==> src/rtl/uart_cmd_if.sv <==
// Byte handshakes (uart rx in, uart tx out) plus the local register bus seen by the command parser.
interface uart_cmd_if #(parameter int DATA_WIDTH = 8);
  logic [DATA_WIDTH-1:0] rx_data;
  logic                  rx_valid;
  logic                  rx_ready;
  logic [DATA_WIDTH-1:0] tx_data;
  logic                  tx_valid;
  logic                  tx_ready;
  logic                  wr_en;
  logic [DATA_WIDTH-1:0] wr_addr;
  logic [DATA_WIDTH-1:0] wr_data;
  logic                  rd_en;
  logic [DATA_WIDTH-1:0] rd_addr;
  logic [DATA_WIDTH-1:0] rd_data;

  modport master (
    output rx_data, rx_valid, tx_ready, rd_data,
    input  rx_ready, tx_data, tx_valid, wr_en, wr_addr, wr_data, rd_en, rd_addr
  );

  modport slave (
    input  rx_data, rx_valid, tx_ready, rd_data,
    output rx_ready, tx_data, tx_valid, wr_en, wr_addr, wr_data, rd_en, rd_addr
  );
endinterface

==> src/rtl/uart_cmd_parser.sv <==
// Assembles SYNC/CMD/ADDR/DATA/CHK frames from uart rx bytes, drives register
// write/read strobes and answers with a single byte on the uart tx handshake.
module uart_cmd_parser #(
  parameter int                    DATA_WIDTH     = 8,
  parameter logic [DATA_WIDTH-1:0] SYNC_BYTE      = 8'hA5,
  parameter logic [DATA_WIDTH-1:0] ACK_BYTE       = 8'h06,
  parameter logic [DATA_WIDTH-1:0] NAK_BYTE       = 8'h15,
  parameter int                    TIMEOUT_CYCLES = 20000
) (
  input  logic                  clk,
  input  logic                  reset_n,
  input  logic                  ena,
  uart_cmd_if.slave             bus,
  output logic [DATA_WIDTH-1:0] err_count
);
  localparam logic [DATA_WIDTH-1:0] CMD_WR = 8'h01;
  localparam logic [DATA_WIDTH-1:0] CMD_RD = 8'h02;
  localparam int TW = $clog2(TIMEOUT_CYCLES + 1);

  typedef enum logic [2:0] {
    S_IDLE, S_CMD, S_ADDR, S_DATA, S_CHK, S_EXEC, S_RD_WAIT, S_RESP
  } state_t;

  state_t                state_q, state_d;
  logic [DATA_WIDTH-1:0] cmd_q, addr_q, data_q, chk_q;
  logic [DATA_WIDTH-1:0] tx_data_q, tx_byte;
  logic                  tx_valid_q;
  logic [TW-1:0]         tmo_q;
  logic                  in_frame, rx_fire, tx_fire, frame_ok, tmo_hit;
  logic                  wr_en, rd_en, err_inc, ld_tx;

  assign in_frame = (state_q == S_CMD) || (state_q == S_ADDR) ||
                    (state_q == S_DATA) || (state_q == S_CHK);
  assign bus.rx_ready = ena && (in_frame || state_q == S_IDLE);
  assign rx_fire  = bus.rx_valid && bus.rx_ready;
  assign tx_fire  = bus.tx_valid && bus.tx_ready;
  assign frame_ok = (chk_q == (cmd_q ^ addr_q ^ data_q)) && (cmd_q == CMD_WR || cmd_q == CMD_RD);
  assign tmo_hit  = in_frame && ena && !rx_fire && (tmo_q == TW'(TIMEOUT_CYCLES - 1));

  assign bus.tx_data  = tx_data_q;
  assign bus.tx_valid = tx_valid_q;
  assign bus.wr_en    = wr_en;
  assign bus.wr_addr  = addr_q;
  assign bus.wr_data  = data_q;
  assign bus.rd_en    = rd_en;
  assign bus.rd_addr  = addr_q;

  always_comb begin
    state_d = state_q;
    wr_en   = 1'b0;
    rd_en   = 1'b0;
    err_inc = 1'b0;
    ld_tx   = 1'b0;
    tx_byte = '0;
    case (state_q)
      S_IDLE:    if (rx_fire && bus.rx_data == SYNC_BYTE) state_d = S_CMD;
      S_CMD:     if (rx_fire) state_d = S_ADDR; else if (tmo_hit) begin state_d = S_IDLE; err_inc = 1'b1; end
      S_ADDR:    if (rx_fire) state_d = S_DATA; else if (tmo_hit) begin state_d = S_IDLE; err_inc = 1'b1; end
      S_DATA:    if (rx_fire) state_d = S_CHK;  else if (tmo_hit) begin state_d = S_IDLE; err_inc = 1'b1; end
      S_CHK:     if (rx_fire) state_d = S_EXEC; else if (tmo_hit) begin state_d = S_IDLE; err_inc = 1'b1; end
      // Strobes are gated by ena so a frozen EXEC still yields exactly one pulse.
      S_EXEC: if (ena) begin
        if (!frame_ok) begin
          err_inc = 1'b1; ld_tx = 1'b1; tx_byte = NAK_BYTE; state_d = S_RESP;
        end else if (cmd_q == CMD_WR) begin
          wr_en = 1'b1; ld_tx = 1'b1; tx_byte = ACK_BYTE; state_d = S_RESP;
        end else begin
          rd_en = 1'b1; state_d = S_RD_WAIT;
        end
      end
      S_RD_WAIT: if (ena) begin ld_tx = 1'b1; tx_byte = bus.rd_data; state_d = S_RESP; end
      S_RESP:    if (tx_fire) state_d = S_IDLE;
      default:   state_d = S_IDLE;
    endcase
  end

  always_ff @(posedge clk or negedge reset_n) begin
    if (!reset_n) begin
      state_q    <= S_IDLE;
      cmd_q      <= '0;
      addr_q     <= '0;
      data_q     <= '0;
      chk_q      <= '0;
      tx_data_q  <= '0;
      tx_valid_q <= 1'b0;
      tmo_q      <= '0;
      err_count  <= '0;
    end else begin
      state_q <= state_d;
      if (rx_fire) begin
        case (state_q)
          S_CMD:   cmd_q  <= bus.rx_data;
          S_ADDR:  addr_q <= bus.rx_data;
          S_DATA:  data_q <= bus.rx_data;
          S_CHK:   chk_q  <= bus.rx_data;
          default: ;
        endcase
      end
      // A pending response may complete even while the parser is frozen.
      if (ld_tx) begin
        tx_data_q  <= tx_byte;
        tx_valid_q <= 1'b1;
      end else if (tx_fire) begin
        tx_valid_q <= 1'b0;
      end
      if (ena) begin
        if (!in_frame || rx_fire) tmo_q <= '0;
        else                      tmo_q <= tmo_q + 1'b1;
      end
      if (err_inc && err_count != '1) err_count <= err_count + 1'b1;
    end
  end
endmodule

==> src/flat_wrapper.sv <==
// flat-port wrapper written by rule: the top's interface ports become plain ports
module uart_cmd_parser_flat 
#(
  parameter int                    DATA_WIDTH     = 8,
  parameter logic [DATA_WIDTH-1:0] SYNC_BYTE      = 8'hA5,
  parameter logic [DATA_WIDTH-1:0] ACK_BYTE       = 8'h06,
  parameter logic [DATA_WIDTH-1:0] NAK_BYTE       = 8'h15,
  parameter int                    TIMEOUT_CYCLES = 20000
)
  (clk, reset_n, ena, err_count, bus_rx_data, bus_rx_valid, bus_tx_ready, bus_rd_data, bus_rx_ready, bus_tx_data, bus_tx_valid, bus_wr_en, bus_wr_addr, bus_wr_data, bus_rd_en, bus_rd_addr);
  uart_cmd_if #(.DATA_WIDTH(DATA_WIDTH)) bus_i ();
  input  logic clk;
  input  logic reset_n;
  input  logic ena;
  output logic [DATA_WIDTH-1:0] err_count;
  input wire logic [$bits(bus_i.rx_data)-1:0] bus_rx_data;
  input wire logic [$bits(bus_i.rx_valid)-1:0] bus_rx_valid;
  input wire logic [$bits(bus_i.tx_ready)-1:0] bus_tx_ready;
  input wire logic [$bits(bus_i.rd_data)-1:0] bus_rd_data;
  output wire logic [$bits(bus_i.rx_ready)-1:0] bus_rx_ready;
  output wire logic [$bits(bus_i.tx_data)-1:0] bus_tx_data;
  output wire logic [$bits(bus_i.tx_valid)-1:0] bus_tx_valid;
  output wire logic [$bits(bus_i.wr_en)-1:0] bus_wr_en;
  output wire logic [$bits(bus_i.wr_addr)-1:0] bus_wr_addr;
  output wire logic [$bits(bus_i.wr_data)-1:0] bus_wr_data;
  output wire logic [$bits(bus_i.rd_en)-1:0] bus_rd_en;
  output wire logic [$bits(bus_i.rd_addr)-1:0] bus_rd_addr;
  assign bus_i.rx_data = bus_rx_data;
  assign bus_i.rx_valid = bus_rx_valid;
  assign bus_i.tx_ready = bus_tx_ready;
  assign bus_i.rd_data = bus_rd_data;
  assign bus_rx_ready = bus_i.rx_ready;
  assign bus_tx_data = bus_i.tx_data;
  assign bus_tx_valid = bus_i.tx_valid;
  assign bus_wr_en = bus_i.wr_en;
  assign bus_wr_addr = bus_i.wr_addr;
  assign bus_wr_data = bus_i.wr_data;
  assign bus_rd_en = bus_i.rd_en;
  assign bus_rd_addr = bus_i.rd_addr;
  uart_cmd_parser #(.DATA_WIDTH(DATA_WIDTH), .SYNC_BYTE(SYNC_BYTE), .ACK_BYTE(ACK_BYTE), .NAK_BYTE(NAK_BYTE), .TIMEOUT_CYCLES(TIMEOUT_CYCLES)) u_core (.clk(clk), .reset_n(reset_n), .ena(ena), .bus(bus_i), .err_count(err_count));
endmodule
==> config.mk <==
export PLATFORM = sky130hd
export DESIGN_NAME = uart_cmd_parser_flat
export DESIGN_NICKNAME = d
export VERILOG_FILES = /design/src/rtl/uart_cmd_if.sv /design/src/rtl/uart_cmd_parser.sv /design/src/flat_wrapper.sv
export SDC_FILE = /design/constraint.sdc
export NUM_CORES = 1
export LEC_CHECK = 0
export ABC_AREA = 1
export CAP_MARGIN = 30
export CORE_ASPECT_RATIO = 0.8
export CORE_MARGIN = 4
export CORE_UTILIZATION = 37
export CTS_BUF_LIST = sky130_fd_sc_hd__clkbuf_8 sky130_fd_sc_hd__clkbuf_16
export DETAILED_ROUTE_END_ITERATION = 6
export GPL_TIMING_DRIVEN = 0
export PLACE_DENSITY = 0.67
export SLEW_MARGIN = 20
export SYNTH_ARGS = -nofsm -noshare
export SYNTH_HDL_FRONTEND = slang
export SYNTH_SLANG_ARGS = --single-unit
==> constraint.sdc <==
create_clock -name clk -period 1.6 [get_ports clk]
set_input_delay 0.24 -clock clk [delete_from_list [all_inputs] [get_ports clk]]
set_output_delay 0.24 -clock clk [all_outputs]
set_load 0.02 [all_outputs]
# Yosys cells after proc, flatten, opt, wreduce, memory -nomap -nowiden
# Cells that the tools add are included.
[totals] regBits=67 latch_bits=0 ram_bits=0 romBits=0 output_inout_bits=44 wordCells=92 n_memories=0
[op_classes] addsub=2 n_mul=0 div=0 order_cmp=0 eq_ne=17 shift=0 n_mux=37 n_bitwise=2 n_reduce_logical=25
[ops] op="3-bit two-way mux" n=11
[ops] op="8-bit two-way mux" n=3
[ops] op="3-bit one-hot mux with 8 select lines" n=1
[ops] op="1-bit two-way mux" n=18
[ops] op="8-bit one-hot mux with 2 select lines" n=1
[ops] op="8-bit XOR" n=2
[ops] op="15-bit by 1-bit adder with 15-bit output, second input constant" n=1
[ops] op="15-bit equality test, second input constant" n=1
[ops] op="15-bit two-way mux" n=1
[ops] op="3-bit equality test, second input constant" n=4
[ops] op="1-bit logical AND" n=9
[ops] op="8-bit by 1-bit adder with 8-bit output, second input constant" n=1
[ops] op="8-bit by 1-bit equality test with 1-bit output, second input constant" n=1
[ops] op="8-bit by 2-bit equality test with 1-bit output, second input constant" n=1
[ops] op="8-bit equality test" n=1
[ops] op="8-bit equality test, second input constant" n=1
[ops] op="8-bit inequality test, second input constant" n=1
[ops] op="2-bit AND reduction" n=4
[ops] op="3-bit by 2-bit equality test with 1-bit output, second input constant" n=2
[ops] op="1-bit logical OR" n=6
[ops] op="2-bit inequality test, second input constant" n=3
[ops] op="1-bit one-hot mux with 2 select lines" n=2
[ops] op="4-bit AND reduction" n=1
[ops] op="4-bit OR reduction" n=1
[ops] op="other kinds (5)" n=6

# Logic depth before layout (Yosys ltp)
[depth] word_depth=14 ltp_mapped=14 depth_no_buf=14

# Worst setup path before layout
# OpenSTA, ideal clock, no wires.
[synth_path] path_type="reg-to-output" from="reg u_core.addr_q[2] (netlist: u_core.bus.rd_addr[2])" to="out bus_rd_en" arrival_ps=1685 t_required_ps=1360 setup_slack_ps=-325 stages_incl_launch_ff=10 path_buffers=0 cell_sequence="dfrtp_1 nor2_1 inv_1 nand2_1 nand2_1 nand2_1 nand2_1 nor2_1 nand3_1 a311oi_1"
[synth_via] elab_chain_cells=7
[synth_lines] element="start, declared" line_no="uart_cmd_parser.sv:25" text="logic [DATA_WIDTH-1:0] cmd_q, addr_q, data_q, chk_q;"
[synth_lines] element="start signal, assigned" line_no="uart_cmd_parser.sv:93" text="S_ADDR: addr_q <= bus.rx_data;"
[synth_lines] element="8-bit XOR (2 in a row)" line_no="uart_cmd_parser.sv:37" text="assign frame_ok = (chk_q == (cmd_q ^ addr_q ^ data_q)) && (cmd_q == CMD_WR || cmd_q == CMD_RD);"
[synth_lines] element="8-bit equality test" line_no="uart_cmd_parser.sv:37"
[synth_lines] element="1-bit logical AND" line_no="uart_cmd_parser.sv:37"
[synth_lines] element="1-bit two-way mux" line_no="uart_cmd_parser.sv:63" text="if (!frame_ok) begin"
[synth_lines] element="1-bit two-way mux" line_no="uart_cmd_parser.sv:62" text="S_EXEC: if (ena) begin"
[synth_lines] element="1-bit two-way mux" line_no="uart_cmd_parser.sv:55" text="case (state_q)"
[synth_lines] element="end, declared" line_no="flat_wrapper.sv:26" text="output wire logic [$bits(bus_i.rd_en)-1:0] bus_rd_en;"
# Every way passes these cells.

# Final worst setup path
# Ends and elaborated chain as after synthesis.

==> results.yml <==
die:
  dieArea_mm2: 0.0119
  core_area_mm2: 0.00981
  ios: 65
  die_w_um: 121
  rows: 32
  start_util_pct: 38.6
  die_h_um: 98.5
cts:
  h-tree-depth: 3
  path_clk_slew_ns: 0.06
  cts_tree: "done"
  clockBufferDepth: 2
  cts_buffers: 9
  cts_root_buf: "clkbuf_16"
  insertion_delay_ns: 0.33
  cts.sinks: 67
timing:
  fin_crit_sh_pct: 137
  setup_viol: 69
  tightest_slew_ns: 0.527
  relSlewSlack_pct: 64.9
  hold_ws_ns: 0.336
  fin_crit_ns: 2.19
  fin_ws_ns: -0.590
  rsz0062_at_grt: "true"
  final_max_slew_viol_count: 0
  setup_tns_ns: -15.84
  max_clock_freq_mhz: 457
  fin_skew_ns: 0.00577
  hold_violations: 0
detailed_routing:
  wirelength_um: 12500
  vias: 3936
  drt-vias-per-instance: 5.01
  drc: 0
  drt_iter0_markers: 313
  drt-pass1-iter-count: 5
  drtAntennaViolNets: 0
  wl_per_cell_um: 15.9
finish:
  area_growth_pct: 61.1
  fin_area_mm2: 0.00611
  finalNetCount: 667
  layout_common_cells: "nand2_1, dfrtp_1, inv_1"
  fillers: 781
  diodes: 0
  drive_gt1_share_pct: 38.2
  layout.cells.most_common: "nand2_1"
  seq_area_mm2: 0.00170
  final_util_pct: 62.3
  multi_input_area_mm2: 0.00220
critical_path:
  slowest_stage: "dfrtp_2"
  crit_type: "register to output pin"
  required_ns: 1.36
  slowest_delay_ns: 0.42
  endpoint_kind: "output pin"
  path_cells: "nor2_2 > inv_1 > nand2_1 > nand2_1 > nand2_1 > nand2_2 > nor2_4 > nand3_4 > a311oi_4 > buf_6"
  critPathArrivalTime_ns: 1.95
  path_common_cell: "nand2_1"
  crit_fanout: 3
  start_kind: "register"
synthesis:
  synthArstFlopShare_pct: 100
  seq_area_frac_synth_pct: 44.2
  avgSynthCellArea_um2: 7.55
  synthCells: 502
  synth_edf_count: 0
  ys_types: 32
  synth_seq_cells: 67
  netlist_area_mm2: 0.00379
  synth_flop_cell: "dfrtp_1"
  yosys_warnings: 0
  syn_nets: 525
run_status:
  status: "complete, but fails checks"
  violations: "setup timing"
run:
  max_cap_violations: 0
global_route:
  grt_max_degree: 47
  grt_pass1_wl_um: 17800
  antenna_found_initial: 0
  overflow: 0
  grt_pass1_vias: 3682
  track_usage_pct: 18.6
placed_design:
  port_buffers: 63
  place_area_mm2: 0.00467
  place.gp.congestion: 0.880
  dpl.hpwl_um: 6960
pwr:
  p_per_area_mw_per_mm2: 1720
  vdd_drop_max_mv: 0.693
  leakagePower_nw: 3.01
worst_hold_path:
  hp-class: "input port to register"
## layout make-up
type,instances,share of cell area (%)
Inverter,69,4.53
Tap cell,136,2.79
Clock inverter,6,1.45
Buffer,15,2.21
Clock buffer,10,3.91
Multi-Input combinational cell,353,36.0
Timing Repair Buffer,129,21.3
Sequential cell,67,27.8
## critical path: cells and delay by family (launching register included)
kind            cells  cell delay (ns)
simple gates        7             0.69
compound gates      1             0.28
buf+inv             2             0.22
flops               1             0.42
## registers in the layout, indices dropped and copies added, names as in the netlist
| signal | cells |
|---|---|
| u_core.bus.tx_valid | 1 |
| u_core.state_q | 3 |
| u_core.err_count | 8 |
| u_core.bus.tx_data | 8 |
| u_core.tmo_q | 15 |
| u_core.bus.wr_data | 8 |
| u_core.chk_q | 8 |
| u_core.bus.rd_addr | 8 |
| u_core.cmd_q | 8 |
## cell usage after synthesis, drive strengths merged, types with 2 or more instances
master	number	area share [%]
nor3	10	1.7
nand2	162	17
o21ai	33	4.4
inv	69	6.9
nor2	56	7.7
dfrtp	67	44
buf	14	3.0
nand3	41	5.7
ha	2	0.66
xnor2	7	1.6
a21oi	17	2.2
o211ai	2	0.40
nand3b	2	0.40
xor2	9	2.1
nand4	5	0.83
a211oi	2	0.40
## path summary, 6_finish.rpt
| kind | from | to | slack, ns | depth (start not counted) |
|---|---|---|---|---|
| max in group asynchronous | reset_n | u_core.err_count[0] | 0.70 | 3 |
| worst max register to register | u_core.bus.rd_addr[2] | u_core.state_q[0] | -0.52 | 18 |
| min in group asynchronous | reset_n | u_core.chk_q[6] | 0.35 | 2 |
| worst min-delay path | ena | u_core.bus.tx_data[0] | 0.34 | 4 |
| worst min register to register | u_core.bus.tx_data[5] | u_core.bus.tx_data[5] | 0.51 | 2 |
| worst max-delay path | u_core.bus.rd_addr[2] | bus_rd_en | -0.59 | 10 |
## cell families after synthesis
kind of cell	share of synthesized area, %
and+or+nand+nor	33.6
buffers and inverters	10.0
DFF	44.2
AOI/OAI and AO/OA	7.79
xor gates and xnor gates	3.70
adders and majority gates	0.660
## metrics by stage
step	std cells	worst slack [ns]	power (mW)
6_report	785	-0.590	10.5
5_1_grt	785	-0.680	11.1
4_1_cts	759	-0.507	9.73
3_5_place_dp	702	-0.823	6.96
3_3_place_gp	701	-2.26	6.83
2_1_floorplan	502	-0.0701	5.46
## per-layer routing
layer,GRT usage [%],routed length (um)
met5,0,0
met2,30.0,6150
met1,23.8,5210
met4,7.84,445
met3,4.76,685
## power breakdown
group	total [mW]	leakage [nW]	internal, mW	switching, mW
Sequential	2.95	0.823	2.32	0.630
Combinational	5.39	2.03	2.40	2.99
Clock	2.17	0.155	1.41	0.766
Total	10.5	3.01	6.13	4.39
## repair_timing
| action | in CTS | in global routing |
|---|---|---|
| setup endpoints to repair | 81 | 78 |
| gates resized for setup | 118 | 114 |
| hold buffers | 1 | 0 |
| cloned | 3 | 3 |
| buffers inserted | 40 | 23 |
| pin swaps | 27 | 34 |
| endpoints found under the hold margin | 21 | 0 |
Note: power is estimated with default switching activity, not from simulation.
